[src/rtl/fp32_divider.sv]
// Sequential IEEE-754 single-precision divider.
// Restoring significand divider (one quotient bit per cycle), then round-to-nearest-even.
module fp32_divider #(
  parameter logic [31:0] NAN_VALUE = 32'h7FC0_0000
) (
  input  logic        i_clk,
  input  logic        i_rst,
  input  logic        i_valid,
  output logic        o_ready,
  input  logic [31:0] i_dividend,
  input  logic [31:0] i_divisor,
  output logic        o_valid,
  input  logic        i_ready,
  output logic [31:0] o_quot,
  output logic [3:0]  o_flags
);
  // state | meaning
  // IDLE  | waiting for an operand pair; o_ready=1
  // DIV   | one quotient bit per cycle, counter 0..25
  // RND   | normalise, round, range check
  // OUT   | result presented, held until i_ready
  typedef enum logic [1:0] {IDLE, DIV, RND, OUT} state_t;

  state_t             state;
  logic        [23:0] div_b;
  logic        [24:0] rem;
  logic        [25:0] quo;
  logic        [4:0]  cnt;
  logic signed [9:0]  exp_q;
  logic               sign_q;

  logic [7:0]  ea, eb;
  logic [22:0] fa, fb;
  logic        nan_a, nan_b, inf_a, inf_b, zero_a, zero_b, sign_in;
  logic        spec_hit;
  logic [31:0] spec_quot;
  logic [3:0]  spec_flags;

  assign ea      = i_dividend[30:23];
  assign eb      = i_divisor[30:23];
  assign fa      = i_dividend[22:0];
  assign fb      = i_divisor[22:0];
  assign sign_in = i_dividend[31] ^ i_divisor[31];
  assign nan_a   = (ea == 8'hFF) && (fa != 23'd0);
  assign nan_b   = (eb == 8'hFF) && (fb != 23'd0);
  assign inf_a   = (ea == 8'hFF) && (fa == 23'd0);
  assign inf_b   = (eb == 8'hFF) && (fb == 23'd0);
  assign zero_a  = (ea == 8'h00);
  assign zero_b  = (eb == 8'h00);

  always_comb begin
    spec_hit   = 1'b1;
    spec_quot  = 32'd0;
    spec_flags = 4'b0000;
    if (nan_a || nan_b || (zero_a && zero_b) || (inf_a && inf_b)) begin
      spec_quot  = NAN_VALUE;
      spec_flags = 4'b1000;
    end else if (zero_b && !inf_a) begin
      spec_quot  = {sign_in, 8'hFF, 23'd0};
      spec_flags = 4'b0100;
    end else if (inf_a) begin
      spec_quot  = {sign_in, 8'hFF, 23'd0};
    end else if (inf_b || zero_a) begin
      spec_quot  = {sign_in, 31'd0};
    end else begin
      spec_hit   = 1'b0;
    end
  end

  logic        ge;
  logic [24:0] rem_sub, rem_next;

  assign ge       = rem >= {1'b0, div_b};
  assign rem_sub  = ge ? rem - {1'b0, div_b} : rem;
  assign rem_next = rem_sub << 1;

  logic        [23:0] mant_raw;
  logic               guard, sticky, round_up;
  logic        [24:0] mant_sum;
  logic        [22:0] frac_fin;
  logic signed [9:0]  exp_n, exp_fin;
  logic        [31:0] rnd_quot;
  logic        [3:0]  rnd_flags;

  always_comb begin
    if (quo[25]) begin
      mant_raw = quo[25:2];
      guard    = quo[1];
      sticky   = quo[0] | (rem != 25'd0);
      exp_n    = exp_q;
    end else begin
      mant_raw = quo[24:1];
      guard    = quo[0];
      sticky   = (rem != 25'd0);
      exp_n    = exp_q - 10'sd1;
    end
    round_up = guard & (sticky | mant_raw[0]);
    mant_sum = {1'b0, mant_raw} + {24'd0, round_up};
    // carry out of rounding means the significand became exactly 2.0
    if (mant_sum[24]) begin
      frac_fin = 23'd0;
      exp_fin  = exp_n + 10'sd1;
    end else begin
      frac_fin = mant_sum[22:0];
      exp_fin  = exp_n;
    end
    if (exp_fin >= 10'sd255) begin
      rnd_quot  = {sign_q, 8'hFF, 23'd0};
      rnd_flags = 4'b0010;
    end else if (exp_fin <= 10'sd0) begin
      rnd_quot  = {sign_q, 31'd0};
      rnd_flags = 4'b0001;
    end else begin
      rnd_quot  = {sign_q, exp_fin[7:0], frac_fin};
      rnd_flags = 4'b0000;
    end
  end

  assign o_ready = (state == IDLE);

  always_ff @(posedge i_clk) begin
    if (i_rst) begin
      state   <= IDLE;
      o_valid <= 1'b0;
      o_quot  <= 32'd0;
      o_flags <= 4'd0;
      div_b   <= 24'd0;
      rem     <= 25'd0;
      quo     <= 26'd0;
      cnt     <= 5'd0;
      exp_q   <= 10'sd0;
      sign_q  <= 1'b0;
    end else begin
      case (state)
        IDLE: begin
          if (i_valid) begin
            sign_q <= sign_in;
            exp_q  <= $signed({2'b00, ea}) - $signed({2'b00, eb}) + 10'sd127;
            rem    <= {2'b01, fa};
            div_b  <= {1'b1, fb};
            quo    <= 26'd0;
            cnt    <= 5'd0;
            if (spec_hit) begin
              o_quot  <= spec_quot;
              o_flags <= spec_flags;
              state   <= OUT;
            end else begin
              state   <= DIV;
            end
          end
        end
        DIV: begin
          rem <= rem_next;
          quo <= {quo[24:0], ge};
          cnt <= cnt + 5'd1;
          if (cnt == 5'd25) state <= RND;
        end
        RND: begin
          o_quot  <= rnd_quot;
          o_flags <= rnd_flags;
          state   <= OUT;
        end
        OUT: begin
          // o_valid follows the result register by one cycle
          if (!o_valid) begin
            o_valid <= 1'b1;
          end else if (i_ready) begin
            o_valid <= 1'b0;
            state   <= IDLE;
          end
        end
        default: state <= IDLE;
      endcase
    end
  end
endmodule

[config.mk]
export PLATFORM = sky130hd
export DESIGN_NAME = fp32_divider
export DESIGN_NICKNAME = d
export VERILOG_FILES = /design/src/rtl/fp32_divider.sv
export SDC_FILE = /design/constraint.sdc
export NUM_CORES = 1
export LEC_CHECK = 0
export ABC_AREA = 0
export CORE_ASPECT_RATIO = 1.25
export CORE_UTILIZATION = 51
export DETAILED_ROUTE_END_ITERATION = 12
export GPL_ROUTABILITY_DRIVEN = 0
export HOLD_SLACK_MARGIN = 0.15
export PLACE_DENSITY = 0.77
export SYNTH_ARGS = -nofsm -noshare
export SYNTH_HDL_FRONTEND = slang
export SYNTH_SLANG_ARGS = --single-unit
[constraint.sdc]
create_clock -name i_clk -period 4.6 [get_ports i_clk]
set_input_delay 0.69 -clock i_clk [delete_from_list [all_inputs] [get_ports i_clk]]
set_output_delay 0.69 -clock i_clk [all_outputs]
set_load 0.005 [all_outputs]
==> metrics.csv, run 1 <==
metric,value,unit
status,completed,
vdd_ir_drop_max,406.6,uV
fp.dieW,118.6,um
io_buffers,105,
finalSetupViolations,0,
clock_skew,0.008197,ns
period_needed,3.989,ns
start_util,52.86,%
p_int,3802,uW
coreArea,16400,um2
timing.final.crit_share,86.72,%
hold_buffers,0,
ios,106,
max_freq,250.7,MHz
crit_path_max_incr_delay,0.71,ns
worst-path-max-fanout,22,
root_buffer,clkbuf_16,
grt_pass1_vias,7845,
final_hold_viol_count,0,
syn-num-nets,1228,
avgSynthCellArea,7.766,um2
syn-instance-count,1116,
drcViolationCount,0,
timing.rr.start,quo[0],
crit_chain,"nand2b_1, a21boi_0, ha_1, and3_1, nand3_2, or4_1, nor4_4, xnor2_1, nor2_1, a311o_2, nor2_4, a32o_1",
first_iter_violations,622,
slew_headroom,37.24,%
multi_input_area,5518,um2
min_path_type,flop to flop,
ys_types,85,
grt_usage,26.50,%
area_growth,19.85,%
dpl.hpwl,16.48,mm
pwr-share-seq,22.5,%
clock-sinks,130,
wl_per_cell,16.15,um
leakagePower,0.003751,uW
p_per_area,653.7,nW/um2
num_rows,52,
die_area,17520,um2
cp-end-kind,flop,
totalWireLength,22.73,mm
rsz0062_at_grt,no,
grt_pass1_wl,37.72,mm
clkLatencyLatePin,0.43,ns
post_cts_resized,0,
fp.dieH,147.8,um
synth_warnings,0,
regArea,2604,um2
fill_cells,1495,
total_power,6791,uW
start_kind,flop,
tightest_slew,0.9413,ns
critPathTopFamily,simple AND/OR/NAND/NOR gates,
slowest_stage,or4_1,
worstSetupStartpoint,quo[0],
synth_ff_type,dfxtp_1,
async_flop_share,0,%
path_class,flop to flop,
cts_buffers,17,
via_per_inst,5.898,
clk_pin_slew_worst_paths,0.06,ns
crit_buf_inv,0,
hold_slack,0.4533,ns
num_antenna_cells,0,
nets,1290,
crit_arrival,4.36,ns
cts_buffer_depth,2,
cts_htree_levels,4,
swShare,44.01,%
pwr-share-clk,21.6,%
required,4.97,ns
setup-tns-final,0,ns
grt_max_degree,63,
drive_gt1_share,6.213,%
antenna_found_initial,0,
power_switching,2989,uW
firstDrtPassIters,5,
cap_violations,0,
num_vias,8298,
combPwrFrac,55.8,%
cts_tree,built,
antenna_left,0,
min-delay-start,div_b[9],
ys_seq_area_share,30.03,%
post_cts_buffers,0,
drv_slew,0,
synth_area,8667,um2
synth-edff-count,0,
overflow,0,
ys_seq_elements,130,
flip-flops by register name, summed over array words and instances, names as in the netlist:
name,flops
o_quot,32
quo,26
rem,25
div_b,24
exp_q,10
cnt,5
o_flags,4
state,2
o_valid,1
sign_q,1
power groups by stage:
| stage | Clock, uW | Combinational (uW) | Sequential (uW) |
|---|---|---|---|
| 2_1_floorplan | 0 | 2950 | 1460 |
| 3_3_place_gp | 0 | 3650 | 1540 |
| 3_5_place_dp | 0 | 3700 | 1540 |
| 4_1_cts | 1480 | 3740 | 1520 |
| 5_1_grt | 1530 | 4180 | 1560 |
| 6_report | 1470 | 3790 | 1530 |
synthesized netlist by cell type (all sizes together), types with 8 or more instances:
master	instances	share of area, %
a21o	10	0.87
nand2	109	4.7
o21ai	30	1.8
o22ai	13	0.94
dfxtp	130	30
xnor2	47	4.7
nor2b	11	0.79
or3	9	0.66
clkbuf	53	2.3
a22oi	38	3.3
nand4	16	1.2
nand2b	9	0.65
buf	19	1.5
a22o	21	2.1
nor2	125	5.5
nor3	25	1.4
and3	15	1.1
a211oi	27	2.3
a21oi	95	5.5
ha	42	6.1
nand3	24	1.4
inv	60	2.6
xor2	18	1.8
nor4	28	2.3
o21a	8	0.69
mux2i	16	1.8
a311oi	13	1.3
a31oi	10	0.72
tightest hold or removal path: stages (launching register included):
cell and delay [ns]:
dfxtp_1 0.31, nand2_1 0.05, a21oi_1 0.05
cell families after synthesis:
family,share of synthesized area (%)
compound gates,25.05
xor+xnor,6.828
fa+ha+maj,6.525
buf+inv,6.569
flops,30.03
mux,2.367
simple gates,22.64
metrics by stage:
stage,setup slack [ns],utilization [%],instances,area (um2)
after floorplan,0.09783,-,1116,8670
after global placement,0.7892,59.50,1375,9756
after detailed placement,0.6764,59.50,1375,9756
after CTS,0.6124,63.35,1407,10390
after global routing,0.2996,63.35,1407,10390
final,0.6111,63.35,1407,10390
layout make-up:
| cell class | instances | area share, % |
|---|---|---|
| multi-input combinational | 852 | 53.12 |
| sequential | 130 | 25.07 |
| timing repair buffer | 117 | 10.96 |
| clock buffer | 18 | 4.132 |
| tap | 216 | 2.602 |
| inverter | 60 | 2.168 |
| clock inverter | 14 | 1.951 |
cells in the final DEF (no fill, tap or decap), types with 27 or more instances in the layout:
cell,netlist,final
inv_1,60,60
xnor2_1,47,47
o21ai_0,27,27
dfxtp_1,130,129
a211oi_1,27,27
nand2_1,109,109
nor2_1,124,123
ha_1,42,42
a21oi_1,95,93
clkdlybuf4s50_1,0,104
a22oi_1,38,38
metal layers:
| metal | track usage, % | part of all wire (%) |
|---|---|---|
| met1 | 31.19 | 42 |
| met2 | 46.75 | 51 |
| met3 | 4.475 | 4.2 |
| met4 | 12.34 | 3.3 |
| met5 | 0 | 0 |
final timing paths:
check	depth (start not counted)	end	slack [ns]
setup / recovery	12	o_quot[21]	0.61
hold / removal	2	div_b[9]	0.45
setup reg to reg	12	o_quot[21]	0.61
hold reg to reg	2	div_b[9]	0.45
(Power assumes the default switching activity.)
==> inputs of run 2 (changes only) <==
--- a/config.mk
+++ b/config.mk
@@ -10,7 +10,7 @@
 export CORE_UTILIZATION = 51
 export DETAILED_ROUTE_END_ITERATION = 12
 export GPL_ROUTABILITY_DRIVEN = 0
-export HOLD_SLACK_MARGIN = 0.15
+export HOLD_SLACK_MARGIN = 0.12
 export PLACE_DENSITY = 0.77
 export SYNTH_ARGS = -nofsm -noshare
 export SYNTH_HDL_FRONTEND = slang
==> results of run 2 <==
Final layout, timing and power as in run 1 (identical DEF).
